**src/rtl/sram_wb_rmw_ctrl.sv**
```systemverilog
// Wishbone classic slave for a 1W/1R SRAM macro: base-address decode, bus error on bad
// addresses, and byte-lane writes via an internal read-modify-write sequence.
module sram_wb_rmw_ctrl #(
  parameter int          DATA_WIDTH = 32,
  parameter int          ADDR_WIDTH = 10,
  parameter logic [31:0] BASE_ADDR  = 32'h3000_0000,
  parameter int          RD_LAT     = 1
) (
  input  logic                    wb_clk_i,
  input  logic                    wb_rst_i,
  input  logic                    wbs_cyc_i,
  input  logic                    wbs_stb_i,
  input  logic                    wbs_we_i,
  input  logic [DATA_WIDTH/8-1:0] wbs_sel_i,
  input  logic [31:0]             wbs_adr_i,
  input  logic [DATA_WIDTH-1:0]   wbs_dat_i,
  output logic                    wbs_ack_o,
  output logic                    wbs_err_o,
  output logic [DATA_WIDTH-1:0]   wbs_dat_o,
  output logic                    sram_csb0,
  output logic [ADDR_WIDTH-1:0]   sram_addr0,
  output logic [DATA_WIDTH-1:0]   sram_din0,
  output logic                    sram_csb1,
  output logic [ADDR_WIDTH-1:0]   sram_addr1,
  input  logic [DATA_WIDTH-1:0]   sram_dout1
);

  localparam int          SEL_W    = DATA_WIDTH / 8;
  localparam int          CNT_W    = 2;
  localparam logic [CNT_W-1:0] CNT_INIT = CNT_W'(RD_LAT - 1);
  localparam logic [32:0] LIMIT    = {1'b0, BASE_ADDR} + (33'd4 << ADDR_WIDTH);

  typedef enum logic [2:0] {
    S_IDLE,
    S_RD,
    S_CAPT,
    S_WR,
    S_ACK,
    S_ERR
  } state_t;

  state_t state, next;

  logic                  req;
  logic                  in_range;
  logic                  misaligned;
  logic [ADDR_WIDTH+1:0] adr_off;
  logic [ADDR_WIDTH-1:0] adr_idx;
  logic                  sel_full;
  logic                  sel_none;
  logic                  cap_fire;

  logic                  req_we;
  logic [SEL_W-1:0]      req_sel;
  logic [DATA_WIDTH-1:0] req_dat;
  logic [ADDR_WIDTH-1:0] req_idx;
  logic [CNT_W-1:0]      cnt;
  logic [DATA_WIDTH-1:0] rdata;

  // Replace the selected byte lanes of the SRAM word with the bus write data.
  function automatic logic [DATA_WIDTH-1:0] merge_lanes(
    input logic [DATA_WIDTH-1:0] wdat,
    input logic [DATA_WIDTH-1:0] rdat,
    input logic [SEL_W-1:0]      sel
  );
    logic [DATA_WIDTH-1:0] m;
    m = rdat;
    for (int i = 0; i < SEL_W; i++) begin
      if (sel[i]) m[8*i +: 8] = wdat[8*i +: 8];
    end
    return m;
  endfunction

  // BASE_ADDR is aligned to the window size, so the in-window offset is just the low bits.
  assign req        = wbs_cyc_i & wbs_stb_i;
  assign adr_off    = wbs_adr_i[ADDR_WIDTH+1:0];
  assign adr_idx    = adr_off[ADDR_WIDTH+1:2];
  assign misaligned = |adr_off[1:0];
  assign in_range   = (wbs_adr_i >= BASE_ADDR) && ({1'b0, wbs_adr_i} < LIMIT);
  assign sel_full   = &wbs_sel_i;
  assign sel_none   = ~|wbs_sel_i;
  assign cap_fire   = (state == S_CAPT) && wbs_cyc_i && (cnt == '0);

  always_ff @(posedge wb_clk_i or posedge wb_rst_i) begin
    if (wb_rst_i) state <= S_IDLE;
    else          state <= next;
  end

  always_comb begin
    next = state;
    case (state)
      S_IDLE: begin
        if (req) begin
          if (misaligned || !in_range)  next = S_ERR;
          else if (wbs_we_i && sel_none) next = S_ACK;
          else if (wbs_we_i && sel_full) next = S_WR;
          else                           next = S_RD;
        end
      end
      S_RD:   next = wbs_cyc_i ? S_CAPT : S_IDLE;
      S_CAPT: begin
        if (!wbs_cyc_i)      next = S_IDLE;
        else if (cnt == '0) next = req_we ? S_WR : S_ACK;
      end
      // A write that reached WR always commits; only the ack is dropped on abort.
      S_WR:   next = wbs_cyc_i ? S_ACK : S_IDLE;
      S_ACK:  next = S_IDLE;
      S_ERR:  next = S_IDLE;
      default: next = S_IDLE;
    endcase
  end

  always_ff @(posedge wb_clk_i or posedge wb_rst_i) begin
    if (wb_rst_i) begin
      req_we     <= 1'b0;
      req_sel    <= '0;
      req_dat    <= '0;
      req_idx    <= '0;
      cnt        <= '0;
      rdata      <= '0;
      wbs_ack_o  <= 1'b0;
      wbs_err_o  <= 1'b0;
      sram_csb0  <= 1'b1;
      sram_addr0 <= '0;
      sram_din0  <= '0;
      sram_csb1  <= 1'b1;
      sram_addr1 <= '0;
    end else begin
      if (state == S_IDLE && req) begin
        req_we  <= wbs_we_i;
        req_sel <= wbs_sel_i;
        req_dat <= wbs_dat_i;
        req_idx <= adr_idx;
      end

      if (state == S_RD)                      cnt <= CNT_INIT;
      else if (state == S_CAPT && cnt != '0) cnt <= cnt - 1'b1;

      if (cap_fire) rdata <= sram_dout1;

      // SRAM strobes are registered from the next state so they align with RD/WR.
      sram_csb1 <= (next != S_RD);
      if (next == S_RD) sram_addr1 <= adr_idx;

      sram_csb0 <= (next != S_WR);
      if (next == S_WR) begin
        if (state == S_IDLE) begin
          sram_addr0 <= adr_idx;
          sram_din0  <= wbs_dat_i;
        end else begin
          sram_addr0 <= req_idx;
          sram_din0  <= merge_lanes(req_dat, sram_dout1, req_sel);
        end
      end

      wbs_ack_o <= (next == S_ACK);
      wbs_err_o <= (next == S_ERR);
    end
  end

  assign wbs_dat_o = (wbs_ack_o && !req_we) ? rdata : '0;

endmodule

```
**config.mk**
```make
export PLATFORM = sky130hd
export DESIGN_NAME = sram_wb_rmw_ctrl
export DESIGN_NICKNAME = d
export VERILOG_FILES = /design/src/rtl/sram_wb_rmw_ctrl.sv
export SDC_FILE = /design/constraint.sdc
export NUM_CORES = 1
export LEC_CHECK = 0
export CAP_MARGIN = 30
export CORE_MARGIN = 1
export CORE_UTILIZATION = 25
export DETAILED_ROUTE_END_ITERATION = 10
export PLACE_DENSITY = 0.56
export SLEW_MARGIN = 25
export SYNTH_ARGS = -nofsm -noshare
export SYNTH_HDL_FRONTEND = slang
export SYNTH_SLANG_ARGS = --single-unit
export TNS_END_PERCENT = 20
```
**constraint.sdc**
```tcl
create_clock -name wb_clk_i -period 7.7 [get_ports wb_clk_i]
set_clock_uncertainty 0.1 [all_clocks]
set_input_delay 1.54 -clock wb_clk_i [delete_from_list [all_inputs] [get_ports wb_clk_i]]
set_output_delay 1.54 -clock wb_clk_i [all_outputs]
set_load 0.1 [all_outputs]
```
==> out/summary.md <==
The run finished with clean final reports. Remaining antenna violation count after routing: 0. For this design the static power due to leakage is 4.17 nW. The maximum vdd drop was 0.225 mV; the filler-free cell count of the finished design was 1127. The run gives 0 as the number of antenna diodes. The post-route netlist has 18.1% of its cells at a drive strength greater than 1. During synthesis, Yosys emitted a total of 0 warnings. The core region is 25200 um2.

Kind of start point of the critical path: a flip-flop. Yosys attributes the largest share of cell area to dfrtp_1 (54%), mux2_2 (16%), nand2_1 (11%). The synthesized design contains 0 enable-type register cells. Synthesis handed over a netlist of 599 instances.

The count of nets after finishing came out at 890. In this design, the stage delay of the slowest critical-path cell is 1.16 ns. Of all flip-flops after synthesis, the portion carrying an async set or reset was 100%. The final routed wire length divided by cell count is 15.6 um. The endpoint identified for the worst register-to-register timing path is sram_din0[15]$_DFFE_PP0N_.

The violation count after the first detailed-route iteration came out at 127. In this run the biggest area consumer among cell types represents 53.7% of the synthesized area. The worst setup path is of the flip-flop to output port kind. Ranked by instance count, the synthesized netlist is headed by nand2_1 (180), dfrtp_1 (138), mux2_2 (91), o21ai_0 (37). Summed over all layers, the global routing overflow is 0. For the wire length of the first global-routing pass, the log shows 27.6 mm.

Static timing analysis puts the maximum clock frequency at 221 MHz. nand2_1 is the most common cell in the netlist. The later pin in the worst-skew pair is clocked with a latency of 0.41 ns.

In the routed layout, each cell is associated on average with a via count of 4.34. The biggest area contributor in the post-synthesis netlist is dfrtp_1. The number of hold violations in the final report came out at 0. For flop-to-flop paths, the worst setup slack is 4.70 ns. TritonCTS built the clock tree.

Number of global-route vias before repair: 4917. The total global routing track utilization was 13.9%. The global-route met3 utilization was 4.35%; the worst-margin pin slew was 1.02 ns.

In the routed design, unresolved DRC markers number 0. Share of the core filled with cells in the final layout: 37.3%. Data on the critical path arrives at its endpoint at 2.89 ns. The path with the worst hold slack has its endpoint at req_idx[7]$_DFFE_PP0P_. The run gives 4890 as the via total after detailed routing. Along the worst path, the maximum fanout reaches 32. The number of nets in the synthesized netlist is 705. The run gives 1 as the initial antenna violation count. The logs give 1095 for the placed cell count and 17.8% for the global-route met1 utilization.

Entering global routing, the biggest net connects 76 pins. In this run the most used layer during global routing was met2. Once the clock tree was built, the setup fixing pass inserted 0 buffers. Setup repair after global routing left no endpoint under its margin. The area of the die is 26400 um2.

The max-slew violation count was 0. Averaged over all synthesized cells, the footprint is 10.7 um2. Clock-pin slew on the worst setup and hold paths: 0.06 ns.

For the worst flop-to-flop path, the logic depth is 9. The worst path uses 58.8% of the clock period. The tools report the sum of negative setup slack as 0 ns. No sink is reached through more buffers than the 2 on the longest clock path. In this run the tightest slew margin relative to its limit is 31.5%. Data on the critical path is required at its endpoint by 6.06 ns.

Max-cap violations in this run came to 0. The tools report the launch instance of the worst min-delay path as req_idx[7]$_DFFE_PP0P_. The number of hold buffers added after CTS was 0; the detailed-router iteration count before antenna repair was 4. Post-CTS repair changed the size of 0 cells. The final critical-path required period was 4.53 ns; the hold-critical path depth was 2. The tightest min-delay check is of the flip-flop to flip-flop type. The initialized floorplan defines 58 standard-cell rows. Of the synthesized area, sequential elements account for 54.5%.

The height of the chip is 162 um. The tools report the number of top-level pins as 193. The tools report the startpoint of the most critical register-to-register path as cnt[0]$_DFFE_PP0P_.

The post-synthesis register bit count works out to 140. The worst setup path is captured at an output port. Traced cell by cell, the critical path runs through nor2b_4, and2_1, clkdlybuf4s50_1. At the end of routability-driven placement, the weighted congestion stood at 0.697. In the post-route analysis, the smallest setup slack over all paths is 3.17 ns. For this design the ratio of total power to cell area is 401 nW/um2.

Total of buffers placed on input and output ports: 192. The mapped netlist covers 6430 um2. The total wire length is 17.5 mm. The tools report the CTS sink count as 140. The wire-length estimate of the detail-placed layout is 11.8 mm. Setup violations remaining at the end of the flow were counted as 0. The final-layout fill cell count is 2540.

In this run, CTS created clock tree buffers numbering 17. The cell with the largest stage delay on the worst path was clkdlybuf4s50_1. The tools report the number of levels the H-tree was split into as 4.

From synthesis to final layout, the design area changed by 46.0%. The tools report the setup slack after placement as 2.81 ns. Measured along the x axis, the die boundary spans 162 um. The most used flip-flop cell after synthesis is dfrtp_1. For this run, global-route usage on met2 was measured as 22.7%. The effective utilization at floorplan was 25.5%. Summing internal, switching and leakage power gives 3.77 mW. The synthesized netlist contains 36 unique library cells. The cell chosen for the clock root was clkbuf_16.
[through the flow]
step,hold WS (ns),instance area (um2)
global placement,0.355,8670
detailed placement,0.359,8770
finish,0.370,9390
global route,0.391,9390
floorplan,0.342,6430
CTS,0.374,9390
[state kept, by name (all words and copies together) (netlist names)]
name        flops
sram_din0      32
wbs_err_o       1
wbs_ack_o       1
req_sel         4
req_dat        32
req_we          1
cnt             2
sram_addr0     10
req_idx        10
sram_csb0       1
rdata          32
state           3
sram_addr1     10
sram_csb1       1
[placed cells by master (no fill, tap or decap), types with 5 or more instances in the layout]
cell / count
clkdlybuf4s50_1: 192
nand2_1: 180
dfrtp_1: 138
mux2_2: 91
o21ai_0: 37
mux2i_1: 32
and2_1: 32
clkbuf_16: 17
buf_4: 6
nor4_1: 5
nand2b_1: 5
[layer usage]
metal / vias up / routed length, um
li1: 2387 / -
met4: 2 / 112
met1: 2362 / 8190
met5: - / 13
met2: 131 / 8270
met3: 8 / 953
[worst max path at each step]
stage | startpoint | to
global placement | wbs_adr_i[23] | sram_din0[14]$_DFFE_PP0N_
detailed placement | wbs_adr_i[23] | sram_din0[14]$_DFFE_PP0N_
finish | req_we$_DFFE_PP0P_ | wbs_dat_o[5]
floorplan | wb_rst_i | cnt[0]$_DFFE_PP0P_
CTS | req_we$_DFFE_PP0P_ | wbs_dat_o[31]
global route | req_we$_DFFE_PP0P_ | wbs_dat_o[5]
[cell families after synthesis]
| kind of cell | synth area share (%) |
|---|---|
| simple gates | 16.6 |
| flops | 54.5 |
| fa+ha+maj | 0.195 |
| buf+inv | 2.84 |
| compound gates | 4.24 |
| mux | 21.6 |
[area by class of cell]
cell class | count | area (um2) | area share [%]
flip-flops and latches | 140 | 3510 | 37.3
multi-input cells | 419 | 2770 | 29.5
clock inverters | 13 | 165 | 1.76
well taps | 330 | 413 | 4.40
clock buffers | 19 | 453 | 4.82
repair buffers | 202 | 2060 | 21.9
inverters | 4 | 20.0 | 0.213
[worst max-delay path, delay by kind of cell (launching register included)]
family	cells	cell delay [ns]
buffers and inverters	1	1.16
and+or+nand+nor	2	0.84
DFF	1	0.48
[power breakdown]
group | switching, mW | total, mW | internal [mW]
Sequential | 0.153 | 1.15 | 0.999
Combinational | 1.24 | 1.76 | 0.516
Clock | 0.330 | 0.860 | 0.530
No activity file was read; power rests on OpenSTA's default activity.
